`config.mk`:
```
export PLATFORM = sky130hd
export DESIGN_NAME = reg_read_stage
export DESIGN_NICKNAME = d
export VERILOG_FILES = /design/src/rtl/reg_read_stage.sv
export SDC_FILE = /design/constraint.sdc
export NUM_CORES = 1
export LEC_CHECK = 0
export ABC_AREA = 1
export BUFFER_PORTS_ARGS = -buffer_cell sky130_fd_sc_hd__buf_2
export CELL_PAD_IN_SITES_DETAIL_PLACEMENT = 0
export CELL_PAD_IN_SITES_GLOBAL_PLACEMENT = 1
export CORE_UTILIZATION = 39
export DETAILED_ROUTE_END_ITERATION = 10
export PLACE_DENSITY_LB_ADDON = 0.25
export SETUP_SLACK_MARGIN = 0.3
export SLEW_MARGIN = 0
export SYNTH_ARGS = -nofsm -noshare
export SYNTH_HDL_FRONTEND = slang
export SYNTH_SLANG_ARGS = --single-unit
```
`constraint.sdc`:
```
create_clock -name clk -period 4.2 [get_ports clk]
set_input_delay 0.42 -clock clk [delete_from_list [all_inputs] [get_ports clk]]
set_output_delay 0.42 -clock clk [all_outputs]
set_load 0.02 [all_outputs]
```
`src/rtl/reg_read_stage.sv`:
```
`timescale 1ns/1ps
`default_nettype none
// =====================================================================
// reg_read_stage : register-read stage, PRF read port plus WB bypass
// Rev 1.0
// =====================================================================
module reg_read_stage #(
  parameter int NUM_PREGS    = 64,
  parameter int NUM_EX_PIPES = 8,
  parameter int PAYLOAD_W    = 48,
  localparam int PW          = $clog2(NUM_PREGS)
) (
  input  logic                       clk,
  input  logic                       rst,
  input  logic                       flush,
  input  logic                       is_valid,
  output logic                       is_ready,
  input  logic [PW-1:0]              is_src1_reg,
  input  logic [PW-1:0]              is_src2_reg,
  input  logic                       is_src1_used,
  input  logic                       is_src2_used,
  input  logic [PW-1:0]              is_dst_reg,
  input  logic [PAYLOAD_W-1:0]       is_payload,
  output logic [PW-1:0]              prf_src1_reg,
  output logic [PW-1:0]              prf_src2_reg,
  input  logic [31:0]                prf_src1_val,
  input  logic [31:0]                prf_src2_val,
  input  logic [NUM_EX_PIPES-1:0]    wb_valid,
  input  logic [NUM_EX_PIPES*PW-1:0] wb_dst_index,
  input  logic [NUM_EX_PIPES*32-1:0] wb_dst_val,
  output logic                       ex_valid,
  input  logic                       ex_ready,
  output logic [31:0]                ex_src1_val,
  output logic [31:0]                ex_src2_val,
  output logic [PW-1:0]              ex_dst_reg,
  output logic [PAYLOAD_W-1:0]       ex_payload
);

  typedef struct packed {
    logic [PW-1:0]        src1;
    logic [PW-1:0]        src2;
    logic                 used1;
    logic                 used2;
    logic [PW-1:0]        dst;
    logic [PAYLOAD_W-1:0] payload;
  } slot_a_t;

  typedef struct packed {
    slot_a_t     uop;
    logic [31:0] val1;
    logic [31:0] val2;
  } slot_b_t;

  slot_a_t     a_q, a_d;
  slot_b_t     b_q, b_d;
  logic        a_valid_q, a_valid_d;
  logic        b_valid_q, b_valid_d;
  logic        adv_a, adv_b;
  logic [32:0] byp1_a, byp2_a, byp1_b, byp2_b;

  // Returns {hit, value}; later (higher) pipes overwrite earlier hits.
  function automatic logic [32:0] bypass(
    input logic [PW-1:0]              src,
    input logic [NUM_EX_PIPES-1:0]    vld,
    input logic [NUM_EX_PIPES*PW-1:0] idx,
    input logic [NUM_EX_PIPES*32-1:0] val
  );
    logic [32:0] r;
    r = '0;
    for (int i = 0; i < NUM_EX_PIPES; i++) begin
      if (vld[i] && (idx[i*PW +: PW] == src)) r = {1'b1, val[i*32 +: 32]};
    end
    return r;
  endfunction

  assign adv_b    = b_valid_q & ex_ready;
  assign adv_a    = a_valid_q & (~b_valid_q | adv_b);
  assign is_ready = ~a_valid_q | adv_a;

  always_comb begin
    byp1_a    = bypass(a_q.src1, wb_valid, wb_dst_index, wb_dst_val);
    byp2_a    = bypass(a_q.src2, wb_valid, wb_dst_index, wb_dst_val);
    byp1_b    = bypass(b_q.uop.src1, wb_valid, wb_dst_index, wb_dst_val);
    byp2_b    = bypass(b_q.uop.src2, wb_valid, wb_dst_index, wb_dst_val);
    a_d       = a_q;
    b_d       = b_q;
    a_valid_d = a_valid_q;
    b_valid_d = b_valid_q;

    if (is_valid && is_ready) begin
      a_valid_d  = 1'b1;
      a_d.src1    = is_src1_reg;
      a_d.src2    = is_src2_reg;
      a_d.used1   = is_src1_used;
      a_d.used2   = is_src2_used;
      a_d.dst     = is_dst_reg;
      a_d.payload = is_payload;
    end else if (adv_a) begin
      a_valid_d = 1'b0;
    end

    if (adv_a) begin
      b_valid_d = 1'b1;
      b_d.uop   = a_q;
      b_d.val1  = !a_q.used1 ? 32'd0 : (byp1_a[32] ? byp1_a[31:0] : prf_src1_val);
      b_d.val2  = !a_q.used2 ? 32'd0 : (byp2_a[32] ? byp2_a[31:0] : prf_src2_val);
    end else if (b_valid_q && !adv_b) begin
      // Stalled in B: keep catching producers that finish during backpressure.
      if (b_q.uop.used1 && byp1_b[32]) b_d.val1 = byp1_b[31:0];
      if (b_q.uop.used2 && byp2_b[32]) b_d.val2 = byp2_b[31:0];
    end else if (adv_b) begin
      b_valid_d = 1'b0;
    end

    if (flush) begin
      a_valid_d = 1'b0;
      b_valid_d = 1'b0;
    end
  end

  always_ff @(posedge clk) begin
    if (rst) begin
      a_q       <= '0;
      b_q       <= '0;
      a_valid_q <= 1'b0;
      b_valid_q <= 1'b0;
    end else begin
      a_q       <= a_d;
      b_q       <= b_d;
      a_valid_q <= a_valid_d;
      b_valid_q <= b_valid_d;
    end
  end

  assign prf_src1_reg = a_q.src1;
  assign prf_src2_reg = a_q.src2;
  assign ex_valid     = b_valid_q;
  assign ex_src1_val  = b_q.val1;
  assign ex_src2_val  = b_q.val2;
  assign ex_dst_reg   = b_q.uop.dst;
  assign ex_payload   = b_q.uop.payload;

endmodule
`default_nettype wire

```
# After elaboration in Yosys (flattened, before gate mapping)
# Index checks and enable logic that the tools add are counted.
# totals
out_inout_bits	132
regBits	202
# op_classes
n_reduce_logical	46
bitwise_logic	6
n_mux	45
n_eq_ne	33
# ops
op	count
two-way mux 33 bit	32
== test 6 bit	32
two-way mux 32 bit	6
two-way mux 64 bit	2
logical AND 1 bit	36
nonzero test 2 bit	5
AND reduction 2 bit	3
two-way mux 1 bit	5
AND 1 bit	2
inequality test 2 bit, second input constant	1
inverter 1 bit	2
OR 1 bit	2
OR reduction 2 bit	1
logical NOT 1 bit	1

# Depth between registers and ports, before layout
# logic_depth
depth_word	14
mapped_depth	23

# Worst setup path after synthesis
# OpenSTA, ideal clock, no wires.
# synth_path
path_type	input to register
startpoint	input port wb_dst_index[34]
endpoint	register b_q, in the netlist ex_src1_val[29]
n_path_buf	2
setup_ns	0.120
t_required_ns	4.080
stages	12
arrival_time_ns	1.899
slack_ns	2.181
cell_sequence	clkbuf_2 -> xor2_1 -> nor4_2 -> nand2_2 -> nand2_1 -> nor2_1 -> nand2_1 -> nand3_1 -> nand2_1 -> buf_2 -> a21boi_1 -> a21oi_1
# synth_via
elab_chain_cells	8
word_cells_on_any_way	18
cone_classes	eq/ne: 2; mux: 11; reduce/logical: 5
# synth_rtl
item	line	text
start, declared	29	input logic [NUM_EX_PIPES*PW-1:0] wb_dst_index,
== test 6 bit	71	if (vld[i] && (idx[i*PW +: PW] == src)) r = {1'b1, val[i*32 +: 32]};
logical AND 1 bit	71	
two-way mux 33 bit (3 in series)	71	
two-way mux 32 bit (tied with other cells)	109	if (b_q.uop.used1 && byp1_b[32]) b_d.val1 = byp1_b[31:0];
two-way mux 64 bit (tied with other cells)	107	end else if (b_valid_q && !adv_b) begin
two-way mux 64 bit or AND reduction 2 bit (tied branches)	--	
end signal, assigned	124	b_q <= '0;
end signal, assigned	129	b_q <= b_d;
end, declared	55	slot_b_t b_q, b_d;
# Parallel ways exist; a longest one is shown, timed or not. The select of a mux whose other input is x is not followed.
# A chain may end at the register's enable or synchronous reset.

# Worst setup path in the final report
# layout_path
startpoint	register a_q, in the netlist prf_src1_reg[5]
endpoint	register b_q, in the netlist ex_src1_val[7]
# layout_via
elab_chain_cells	13
word_cells_on_any_way	27
cone_classes	eq/ne: 8; mux: 11; reduce/logical: 8
# layout_rtl
item	line	text
start, declared	54	slot_a_t a_q, a_d;
start signal, assigned	123	a_q <= '0;
start signal, assigned	128	a_q <= a_d;
== test 6 bit	71	
logical AND 1 bit	71	
two-way mux 33 bit (7 in series)	71	
two-way mux 33 bit (*)	71	
two-way mux 32 bit (*) (2 in series)	105	b_d.val1 = !a_q.used1 ? 32'd0 : (byp1_a[32] ? byp1_a[31:0] : prf_src1_val);
two-way mux 64 bit (*)	102	if (adv_a) begin
# Mark *: on every way between the ends. The rest lies on a longest branch, timed or not.

==> reports/summary.txt <==
Die height: 251 um
Hold Path Class: input pin to flop
Dpl cells: 5730
Drt drc: 0
Final hold slack: 106 ps
Top-level port count: 581
Final nets: 5424
Vias in the first global route: 30100
First-pass GRT wire length: 179 mm
Non-Filler Instances: 5803
Most common cell in the netlist: nand2_1
Max Root-Sink Buffers: 3
RD Place Congestion: 1.01
Initial DRC count: 3188
P&R area growth vs syn: 13.2%
Setup TNS: 0 ps
Clk_skew: 35.4 ps
Initial antenna violation count: 56
Total power: 6.12 mW
Endpoints failing setup: 0
Slew Viols, Final: 0
Biggest register: a_q
Synth Instances: 4722
Seq/Total Area, Yosys: 16.8%
H-tree lvl count: 1
Crit-path max FO: 32
CP Class: flop to flop
LEAKAGE: 15.7 nW
Resized Gates After CTS: 0
Initial core utilization: 39.7%
Pre-CTS setup slack: 946 ps
Routed Antenna Nets: 0
Outcome: complete, no violations
Cell Pwr Density: 224 nW/um^2
Syn. warnings: 0
DIE AREA: 62900 um^2
Largest cells by area after synthesis: nand2_1 26%, dfxtp_1 17%, o21ai_0 11%, inv_1 9.7%, nand3_1 7.0%
Total grt overflow: 0
Fraction of registers with async set/reset: 0%
Yosys top cell by area: nand2_1
# clock sinks: 202
Post-synth EDFFs: 0
Yosys reg bits: 202
CTS tree: yes
Required time of the critical path: 4630 ps
Final hold viol count: 0
Worst-skew pair later-pin latency: 570 ps
Clk pin slew, worst setup/hold paths: 60 ps
Worst EP arrival: 3830 ps
Post-DR vias/cell: 5.39
Placed Area: 26500 um^2
Cell area after synthesis: 24100 um^2
Net Count, Synth: 5171
Die width: 251 um
Peak VDD IR: 0.000349 V
Main synth FF type: dfxtp_1
Root Driver: clkbuf_16
Top cell type's share of synthesized area: 25.9%
Final WS setup: 798 ps
FP Rows: 90
Fraction of layout cells with a size suffix above 1: 15.6%
Worst setup SP type: flop
# port buffers: 580
Synth cell types: 46
Max reg flops: 56
Vias post-DR: 31300
# Max-Cap Violations: 0
DRT Pass-1 Iters: 6
Final period util: 81.0%
Final worst path period need: 3400 ps
Postcts setup bufs: 0
HPWL Detailed: 90.8 mm
Slew margin rel.: 31.2%
Hold_buf cts: 0
GR Util All Layers: 37.2%
Design Area, Final: 27300 um^2
Top cells by count, synth: 1668 x nand2_1, 627 x inv_1, 515 x o21ai_0, 338 x nand3_1, 308 x nor2_1
RSZ-0062 raised after global routing: no
Routed WL: 121 mm
FMAX: 294 MHz
Largest net degree at the start of global routing: 78
Core Util, Final: 44.9%
Core area: 60800 um^2
DR WL/cell: 20.8 um
Slew @ Worst Pin: 1030 ps
Cts bufs inserted: 25
Crit end category: flop
Syn Area/Cell: 5.11 um^2
path summary, 6_finish.rpt:
| check | endpoint | depth (start not counted) | slack [ps] | from |
|---|---|---|---|---|
| setup / recovery | ex_src1_val[7] | 12 | 800 | prf_src1_reg[5] |
| hold reg to reg | b_q[118] | 2 | 470 | b_q[118] |
| setup reg to reg | ex_src1_val[7] | 12 | 800 | prf_src1_reg[5] |
| hold / removal | a_q[30] | 3 | 110 | is_payload[30] |
worst max-delay path, stage by stage (launching register included):
cell     delay [ps]
dfxtp_1         760
inv_1           440
nand2_1         140
nand2_1          70
nor2_2          150
nand3_2         110
nand2_2         510
nor3_4          140
buf_4           310
a22oi_1         220
a21oi_1          90
nor2_1          220
nor2_1           60
cells in the final DEF, fill, tap and decap left out, types with 46 or more instances in the layout:
cell type	count
nand3_1	338
o22ai_1	46
o21ai_1	71
nor2_1	300
a22oi_1	64
buf_4	84
inv_1	625
o21ai_0	515
nand2_1	1662
dfxtp_1	202
buf_2	580
a21oi_1	253
area by class of cell:
class / count / area [um^2]
antenna: 29 / 72.6
clock buffer: 34 / 689
clock inverter: 10 / 105
fill: 7014 / 33500
inverter: 656 / 2470
multi-input combinational: 3419 / 15300
sequential: 202 / 4040
tap: 782 / 978
timing repair buffer: 671 / 3670
report_power, final:
part           switching [mW]  internal (mW)
clock                   0.925           1.22
combinational            1.27          0.587
sequential             0.0938           2.03
total                    2.29           3.84
kinds of logic after synthesis:
group	count (synthesis)	synth area share [%]
simple gates	2413	40.5
mux	1	0.0415
buf+inv	1101	20.2
xor+xnor	32	1.16
flops	202	16.8
compound gates	973	21.3
layer usage:
metal | vias to the layer above | global-route usage (%) | part of all wire (%)
met5 | - | 0 | 0.27
met4 | 48 | 23.2 | 6.7
met3 | 453 | 7.42 | 7.7
met2 | 1459 | 65.8 | 49
met1 | 14100 | 40.6 | 36
li1 | 15300 | - | -
(Power assumes the default switching activity.)
